===== src/rtl/pipeline_ctrl.sv =====
// Hazard/stall sequencer for the five-stage LC-3b pipe: combinational stage loads/flushes, registered state and counters.
// Zero-cycle control latency; a pending imem/dmem access freezes the whole pipe until its response arrives.
module pipeline_ctrl #(
  parameter int CNT_W = 16
) (
  input  logic             clk,
  input  logic             reset,
  input  logic             imem_req,
  input  logic             imem_resp,
  input  logic             dmem_req,
  input  logic             dmem_resp,
  input  logic             ex_mem_read,
  input  logic [2:0]       ex_dest,
  input  logic [2:0]       id_sr1,
  input  logic [2:0]       id_sr2,
  input  logic             id_uses_sr1,
  input  logic             id_uses_sr2,
  input  logic             br_taken,
  output logic             load_pc,
  output logic             pc_sel_target,
  output logic             load_if_id,
  output logic             load_id_ex,
  output logic             load_ex_mem,
  output logic             load_mem_wb,
  output logic             flush_if_id,
  output logic             flush_id_ex,
  output logic             flush_ex_mem,
  output logic [1:0]       state,
  output logic [CNT_W-1:0] mem_stall_cnt,
  output logic [CNT_W-1:0] if_stall_cnt,
  output logic [CNT_W-1:0] bubble_cnt,
  output logic [CNT_W-1:0] squash_cnt
);

  typedef enum logic [1:0] {
    RUN        = 2'd0,
    MEM_WAIT   = 2'd1,
    FETCH_WAIT = 2'd2,
    SQUASH     = 2'd3
  } state_e;

  state_e state_q, state_d;
  logic [CNT_W-1:0] mem_stall_cnt_q, mem_stall_cnt_d;
  logic [CNT_W-1:0] if_stall_cnt_q, if_stall_cnt_d;
  logic [CNT_W-1:0] bubble_cnt_q, bubble_cnt_d;
  logic [CNT_W-1:0] squash_cnt_q, squash_cnt_d;

  logic mem_busy, if_busy, hazard, in_squash;
  logic inc_mem, inc_if, inc_bubble, inc_squash;

  assign mem_busy  = dmem_req & ~dmem_resp;
  assign if_busy   = imem_req & ~imem_resp;
  assign hazard    = ex_mem_read &
                     ((id_uses_sr1 & (id_sr1 == ex_dest)) |
                      (id_uses_sr2 & (id_sr2 == ex_dest)));
  assign in_squash = (state_q == SQUASH);

  always_comb begin
    load_pc       = 1'b0;
    pc_sel_target = 1'b0;
    load_if_id    = 1'b0;
    load_id_ex    = 1'b0;
    load_ex_mem   = 1'b0;
    load_mem_wb   = 1'b0;
    flush_if_id   = 1'b0;
    flush_id_ex   = 1'b0;
    flush_ex_mem  = 1'b0;
    inc_mem       = 1'b0;
    inc_if        = 1'b0;
    inc_bubble    = 1'b0;
    inc_squash    = 1'b0;
    if (reset) begin
      flush_if_id  = 1'b1;
      flush_id_ex  = 1'b1;
      flush_ex_mem = 1'b1;
    end else if (mem_busy) begin
      inc_mem = 1'b1;
    end else if (if_busy && !in_squash) begin
      inc_if = 1'b1;
    end else begin
      if (br_taken) begin
        load_pc       = 1'b1;
        pc_sel_target = 1'b1;
        load_if_id    = 1'b1;
        load_id_ex    = 1'b1;
        load_ex_mem   = 1'b1;
        load_mem_wb   = 1'b1;
        flush_if_id   = 1'b1;
        flush_id_ex   = 1'b1;
        flush_ex_mem  = 1'b1;
        inc_squash    = 1'b1;
      end else if (hazard) begin
        load_id_ex  = 1'b1;
        load_ex_mem = 1'b1;
        load_mem_wb = 1'b1;
        flush_id_ex = 1'b1;
        inc_bubble  = 1'b1;
      end else begin
        load_pc     = 1'b1;
        load_if_id  = 1'b1;
        load_id_ex  = 1'b1;
        load_ex_mem = 1'b1;
        load_mem_wb = 1'b1;
      end
      // Front end stays parked until the wrong-path fetch returns, then redirects and drops that word.
      if (in_squash) begin
        if (imem_resp) begin
          load_pc       = 1'b1;
          pc_sel_target = 1'b1;
          load_if_id    = 1'b1;
          flush_if_id   = 1'b1;
        end else begin
          load_pc    = 1'b0;
          load_if_id = 1'b0;
          inc_if     = 1'b1;
        end
      end
    end
  end

  always_comb begin
    state_d = state_q;
    case (state_q)
      RUN: begin
        if (mem_busy)                 state_d = MEM_WAIT;
        else if (if_busy && br_taken) state_d = SQUASH;
        else if (if_busy)             state_d = FETCH_WAIT;
      end
      MEM_WAIT: begin
        if (!mem_busy) state_d = if_busy ? FETCH_WAIT : RUN;
      end
      FETCH_WAIT: begin
        if (mem_busy)      state_d = MEM_WAIT;
        else if (!if_busy) state_d = RUN;
      end
      SQUASH: begin
        if (!mem_busy && imem_resp) state_d = RUN;
      end
      default: state_d = RUN;
    endcase
  end

  always_comb begin
    mem_stall_cnt_d = mem_stall_cnt_q;
    if_stall_cnt_d  = if_stall_cnt_q;
    bubble_cnt_d    = bubble_cnt_q;
    squash_cnt_d    = squash_cnt_q;
    if (inc_mem && mem_stall_cnt_q != '1) mem_stall_cnt_d = mem_stall_cnt_q + CNT_W'(1);
    if (inc_if && if_stall_cnt_q != '1)   if_stall_cnt_d  = if_stall_cnt_q + CNT_W'(1);
    if (inc_bubble && bubble_cnt_q != '1) bubble_cnt_d    = bubble_cnt_q + CNT_W'(1);
    if (inc_squash && squash_cnt_q != '1) squash_cnt_d    = squash_cnt_q + CNT_W'(1);
  end

  always_ff @(posedge clk or posedge reset) begin
    if (reset) begin
      state_q         <= RUN;
      mem_stall_cnt_q <= '0;
      if_stall_cnt_q  <= '0;
      bubble_cnt_q    <= '0;
      squash_cnt_q    <= '0;
    end else begin
      state_q         <= state_d;
      mem_stall_cnt_q <= mem_stall_cnt_d;
      if_stall_cnt_q  <= if_stall_cnt_d;
      bubble_cnt_q    <= bubble_cnt_d;
      squash_cnt_q    <= squash_cnt_d;
    end
  end

  assign state         = state_q;
  assign mem_stall_cnt = mem_stall_cnt_q;
  assign if_stall_cnt  = if_stall_cnt_q;
  assign bubble_cnt    = bubble_cnt_q;
  assign squash_cnt    = squash_cnt_q;

endmodule


===== config.mk =====
export PLATFORM = sky130hd
export DESIGN_NAME = pipeline_ctrl
export DESIGN_NICKNAME = d
export VERILOG_FILES = /design/src/rtl/pipeline_ctrl.sv
export SDC_FILE = /design/constraint.sdc
export NUM_CORES = 1
export LEC_CHECK = 0
export ABC_AREA = 1
export CORE_ASPECT_RATIO = 1.1
export CORE_MARGIN = 5
export CORE_UTILIZATION = 55
export DETAILED_ROUTE_END_ITERATION = 10
export MAX_ROUTING_LAYER = met4
export PLACE_DENSITY = 0.86
export SYNTH_ARGS = -nofsm -noshare
export SYNTH_HDL_FRONTEND = slang
export SYNTH_SLANG_ARGS = --single-unit
export TNS_END_PERCENT = 30

===== constraint.sdc =====
create_clock -name clk -period 11.35 [get_ports clk]
set_clock_uncertainty 0.15 [all_clocks]
set_input_delay 2.8375 -clock clk [delete_from_list [all_inputs] [get_ports clk]]
set_output_delay 2.8375 -clock clk [all_outputs]
set_load 0.03 [all_outputs]

==> results of run 1 <==
## power breakdown
| part | internal (W) | total (W) | switching, W |
|---|---|---|---|
| sequential | 0.000275 | 0.000330 | 0.0000552 |
| combinational | 0.000124 | 0.000313 | 0.000189 |
| clock | 0.000107 | 0.000204 | 0.0000968 |
| total | 0.000507 | 0.000848 | 0.000341 |
## worst paths after layout
kind | startpoint | slack, ps | cells after the start | endpoint
max in group asynchronous | reset | 7480 | 3 | if_stall_cnt[0]
min reg2reg | mem_stall_cnt[2] | 370 | 1 | mem_stall_cnt[2]
max | ex_dest[1] | 3300 | 11 | load_pc
min in group asynchronous | reset | 3020 | 3 | bubble_cnt[11]
min | mem_stall_cnt[2] | 370 | 1 | mem_stall_cnt[2]
max reg2reg | mem_stall_cnt[0] | 9100 | 8 | mem_stall_cnt[14]
## metal layers
metal  wire [µm]  global-route usage [%]
met3         597                   4.818
met1        4626                   28.09
met4         226                   8.222
met2        5042                   38.61
met5           0                       -
## critical path, cell delays in order
cell             delay, ps
clkdlybuf4s50_1        510
inv_1                   70
nand2_1                 60
nand2_1                 40
nor2_1                 100
nand2_1                 60
nand2_1                100
nand3_2                320
o21ai_0                290
inv_1                   80
clkdlybuf4s50_1        590
## state kept, by name, summed over array words and instances, names as in the netlist
name / count
bubble_cnt: 16
squash_cnt: 16
state: 2
mem_stall_cnt: 16
if_stall_cnt: 16
## logic make-up (layout without fill, tap and decap cells)
logic type,Yosys count,count (layout),share of synthesized area (%)
simple gates,345,345,34.41
buf+inv,83,181,8.706
flops,66,66,38.56
compound gates,49,49,8.151
xor+xnor,44,44,8.998
fa+ha+maj,4,4,1.169
## cell usage in the layout (no fill, tap or decap)
master and n:
nand2_1 203, clkdlybuf4s50_1 93, inv_1 66, dfrtp_1 66, nor2_1 56, xor2_1 35, nand3_1 35, nor3_1 19
o21bai_1 16, nand4_1 14, o21ai_0 13, clkbuf_8 10, xnor2_1 9, o21ai_2 9, o21ai_1 6, nor2_2 5
nand3b_1 4, ha_1 4, nand2_2 3, nor2_4 3, nand3_2 3, inv_2 3, clkinvlp_4 3, o21ai_4 2
clkinv_1 1, inv_4 1, a21oi_2 1, a21oi_1 1, o311ai_0 1, bufinv_16 1, clkinv_4 1, clkinv_2 1
buf_4 1
## cell type report
| class | instances | area [µm²] | area share, % |
|---|---|---|---|
| well taps | 105 | 131.4 | 2.409 |
| inverters | 71 | 269.0 | 4.933 |
| clock inverters | 6 | 66.31 | 1.216 |
| multi-input cells | 442 | 2258 | 41.42 |
| clock buffers | 10 | 137.6 | 2.524 |
| flip-flops and latches | 66 | 1652 | 30.29 |
| repair buffers | 94 | 938.4 | 17.21 |
## cells in the mapped netlist (all sizes together)
cell type	instances	share of area, %
nand2	206	18
inv	70	6.2
dfrtp	66	39
nor2	64	6.4
nand3	38	4.8
xor2	35	7.2
o21ai	30	4.8
nor3	19	2.2
o21bai	16	2.8
nand4	14	2.0
buf	12	2.4
xnor2	9	1.8
ha	4	1.2
nand3b	4	0.70
a21oi	2	0.32
clkinv	1	0.088
o311ai	1	0.20
## through the flow
step	util, %	instances	hold WS [ps]	cell area (µm²)
2_1_floorplan	-	591	517.2	4283
3_3_place_gp	69.85	778	353.1	5249
3_5_place_dp	69.85	778	355.0	5249
4_1_cts	72.56	794	373.5	5453
5_1_grt	72.56	794	413.9	5453
6_report	72.56	794	374.2	5453
==> run metrics, run 1 <==
mapped cell area 0.004283 mm²; Starting Density 56.99%; total routed wirelength 10490 µm; maximum VDD drop 0.1171 mV; Distinct cells, synth 29; Reg clk slew, reported paths 80 ps; first-pass GRT wire length 17600 µm; Crit Path Max Fanout 18; WP data required 8360 ps; Leakage 2.613 nW; total number of yosys warnings 0; Total GRT Usage 23.19%; Tmin final 8046 ps; Worst-Margin Slew 824.2 ps; Hold Buf Count CTS 0; sequential share of the synthesized area 38.56%; GRT overflow 0; Die Span X 94.14 µm; First-pass DRT Iterations 4; TritonCTS sink count 66; Final Hold Viols 0; Die Span Y 102.6 µm; Tot Pwr 0.0008479 W; hold crit path type register to register; initial antenna violation count 0; antenna cells 0; DR vias/cell 5.141; RePlAce Congestion 0.9214; hpwl dp 7785 µm; Skew-Pair Late Insertion Delay 350 ps; IO Pins 94; Synthesized Nets 614; DRC viols 0; TNS Setup 0 ps; 1st-iter DRT viols 163; CP Capture Type primary output; Syn Inst Count 591; RSZ-0062 raised after global routing no; startpoint types primary input; Final Max Slew Viols 0; largest net degree at the start of global routing 68; Clock Tree Buf Depth 2; Fmax achieved 124.3 MHz; final period utilization 70.89%; H-tree Lvls 3; CTS Buf Count 9; Fillers 600; share of cells above drive strength 1 6.821%; Final ANT Viol Nets 0; via count 4082; number of port buffers 93; cts repair resizes 0; status finished, final reports clean; Final Worst Setup Slack 3304 ps; synthesized flop and latch total 66; CTS tree built; WL/cell 13.21 µm; CP arrival 5060 ps; CORE AREA 0.007515 mm²; Max-Cap Viols 0; dpl ws 3307 ps; Slew headroom 45.05%; vias in the first global route 3987; Post-Syn Area per Cell 7.247 µm²; Total Nets Final 707; Layout area overhead 27.32%; Pwr Density 155.5 mW/mm²; row count 33; Final setup viols 0; Crit Path Class primary input to primary output; die area 0.009654 mm²; root buffer cell clkbuf_8; setup bufs post-CTS 0
(Power assumes the default switching activity.)
==> inputs of run 2 (changes only) <==
- CORE_UTILIZATION: 55 -> 51
- PLACE_DENSITY: 0.86 -> 0.8
- clock period: 11.35 -> 8.15 ns (I/O delays scaled with it)
==> run 2 against run 1 <==
Effect of this change: combinational power is 41% higher; via count is 0.93% higher; clock power is 72% higher; cell area is 1.0% higher; die area is 7.0% higher; total power is 48% higher; wire length is 5.7% higher; critical path type unchanged; largest cell class unchanged.
==> run metrics, run 2 (synthesized netlist as in run 1, its figures left out) <==
antenna cells 0; slowest cell on the critical path clkdlybuf4s50_1; Skew-Pair Late Insertion Delay 350 ps; hold crit path type register to register; Reg clk slew, reported paths 70 ps; startpoint types primary input; Hold Buf Count CTS 0; Final Max Slew Viols 0; vias in the first global route 4012; TNS Setup 0 ps; Total GRT Usage 22.51%; die area 0.01033 mm²; RR Startpoint bubble_cnt[0]; Clock Tree Buf Depth 2; Post-Layout Cell Count 800; hpwl dp 8110 µm; Clock Power Share 28.1%; Tmin final 6454 ps; initial antenna violation count 0; Slew headroom 42.39%; cts repair resizes 0; Final Worst Setup Slack 1696 ps; WL met1 4902 µm; Max-Cap Viols 0; CP dominant cell by count nand2_1; final period utilization 79.20%; Die Span X 97.38 µm; r2r setup slk 5940 ps; WL/cell 13.86 µm; share of cells above drive strength 1 6.676%; placed insts 784; row count 35; Tot Pwr 0.001251 W; hold slack 369.4 ps; WP data required 5960 ps; CTS Buf Count 9; CP Cell Sequence clkdlybuf4s50_1, inv_1, nand2_1, nand2_1, nor2_1, nand2_1, nand2_1, nand3_2, o21ai_0, inv_1, clkdlybuf4s50_1; number of port buffers 93; CP max stage delay 590 ps; WL met2 5342 µm; Worst R2R Path Depth 8; Hold Path Origin squash_cnt[15]; via count 4120; dpl ws 1697 ps; Comb pwr share 35.2%; setup bufs post-CTS 0; commonest cells after routing, fill and taps aside 203 x nand2_1, 93 x clkdlybuf4s50_1, 66 x inv_1, 66 x dfrtp_1, 56 x nor2_1; TritonCTS sink count 66; Layout area overhead 28.63%; Worst-Margin Slew 864.1 ps; RePlAce Congestion 0.9235; Sequential Area 0.001652 mm²; Worst Hold Depth 2; First-pass DRT Iterations 4; Psw 0.0004745 W; Die Span Y 106.1 µm; register share of total power 36.7%; Crit Path Max Fanout 18; root buffer cell clkbuf_8; CTS tree built; top layer in use met4; CP arrival 4270 ps; 1st-iter DRT viols 248; Final Hold Viols 0; RSZ-0062 raised after global routing no; Crit Path Class primary input to primary output; CP Capture Type primary output; reg-to-reg endpoint bubble_cnt[10]; Hold Path Sink squash_cnt[15]; Fmax achieved 154.9 MHz; Fillers 680; DRC viols 0; largest net degree at the start of global routing 68; Leakage 2.642 nW; DR vias/cell 5.150; Met3 Routed Length 520 µm; Int Power 0.0007764 W; Starting Density 51.75%; IO Pins 94; Final setup viols 0; H-tree Lvls 3; first-pass GRT wire length 18790 µm; total routed wirelength 11090 µm; GRT overflow 0; Pwr Density 227.1 mW/mm²; maximum VDD drop 0.1610 mV; CP delay by family, top buffers and inverters; Sw Ratio 37.94%; CORE AREA 0.008277 mm²; Total Nets Final 707; crit path buf inv count 4; most common library cell in the layout ignoring fill and taps nand2_1; Final ANT Viol Nets 0; footprint of the multi-input gates 0.002258 mm²; status finished, final reports clean
## run 2: cell count changes in the layout (fill, tap and decap cells not counted)
cell | before | now
clkinvlp_4 | 3 | 1
bufinv_16 | 1 | 3
clkbuf_1 | 0 | 1
clkbuf_8 | 10 | 11
clkinv_4 | 1 | 0
clkinv_2 | 1 | 0
## run 2: how the worst max path moves through the flow
stage,startpoint,end,slack [ps],cells after the start
2_1_floorplan,reset,load_pc,1420,6
3_3_place_gp,reset,flush_id_ex,1780,7
3_5_place_dp,ex_dest[0],load_if_id,1700,11
4_1_cts,ex_dest[0],load_if_id,1700,11
5_1_grt,ex_dest[2],load_if_id,1460,11
6_report,ex_dest[0],load_if_id,1700,11
## run 2: final cells by class
| type | instances | share of cell area [%] |
|---|---|---|
| sequential | 66 | 29.98 |
| tap | 111 | 2.521 |
| clock buffer | 12 | 2.816 |
| timing repair buffer | 94 | 17.03 |
| multi-input combinational | 442 | 40.99 |
| inverter | 71 | 4.883 |
| clock inverter | 4 | 1.772 |
## run 2: worst min-delay path, delay by kind of cell, from the launching register on
family,cells,cell delay (ps)
DFF,1,370
and+or+nand+nor,2,120
## run 2: per-layer routing
| layer | vias to the layer above | global-route usage, % |
|---|---|---|
| li1 | 2048 | - |
| met3 | 31 | 3.937 |
| met2 | 145 | 36.88 |
| met5 | - | - |
| met4 | 0 | 8.803 |
| met1 | 1896 | 27.86 |
## run 2: power groups by stage
| stage | registers [W] | logic, W | clock network [W] |
|---|---|---|---|
| after global placement | 0.000462 | 0.000433 | 0 |
| after global routing | 0.000470 | 0.000473 | 0.000370 |
| final | 0.000460 | 0.000440 | 0.000351 |
| after floorplan | 0.000560 | 0.000166 | 0 |
| after detailed placement | 0.000463 | 0.000441 | 0 |
| after CTS | 0.000459 | 0.000444 | 0.000354 |
## run 2: per-stage QoR
stage	cell area [µm²]	util, %
after global routing	5509	66.56
after detailed placement	5256	63.51
final	5509	66.56
after CTS	5509	66.56
after floorplan	4283	-
after global placement	5256	63.51
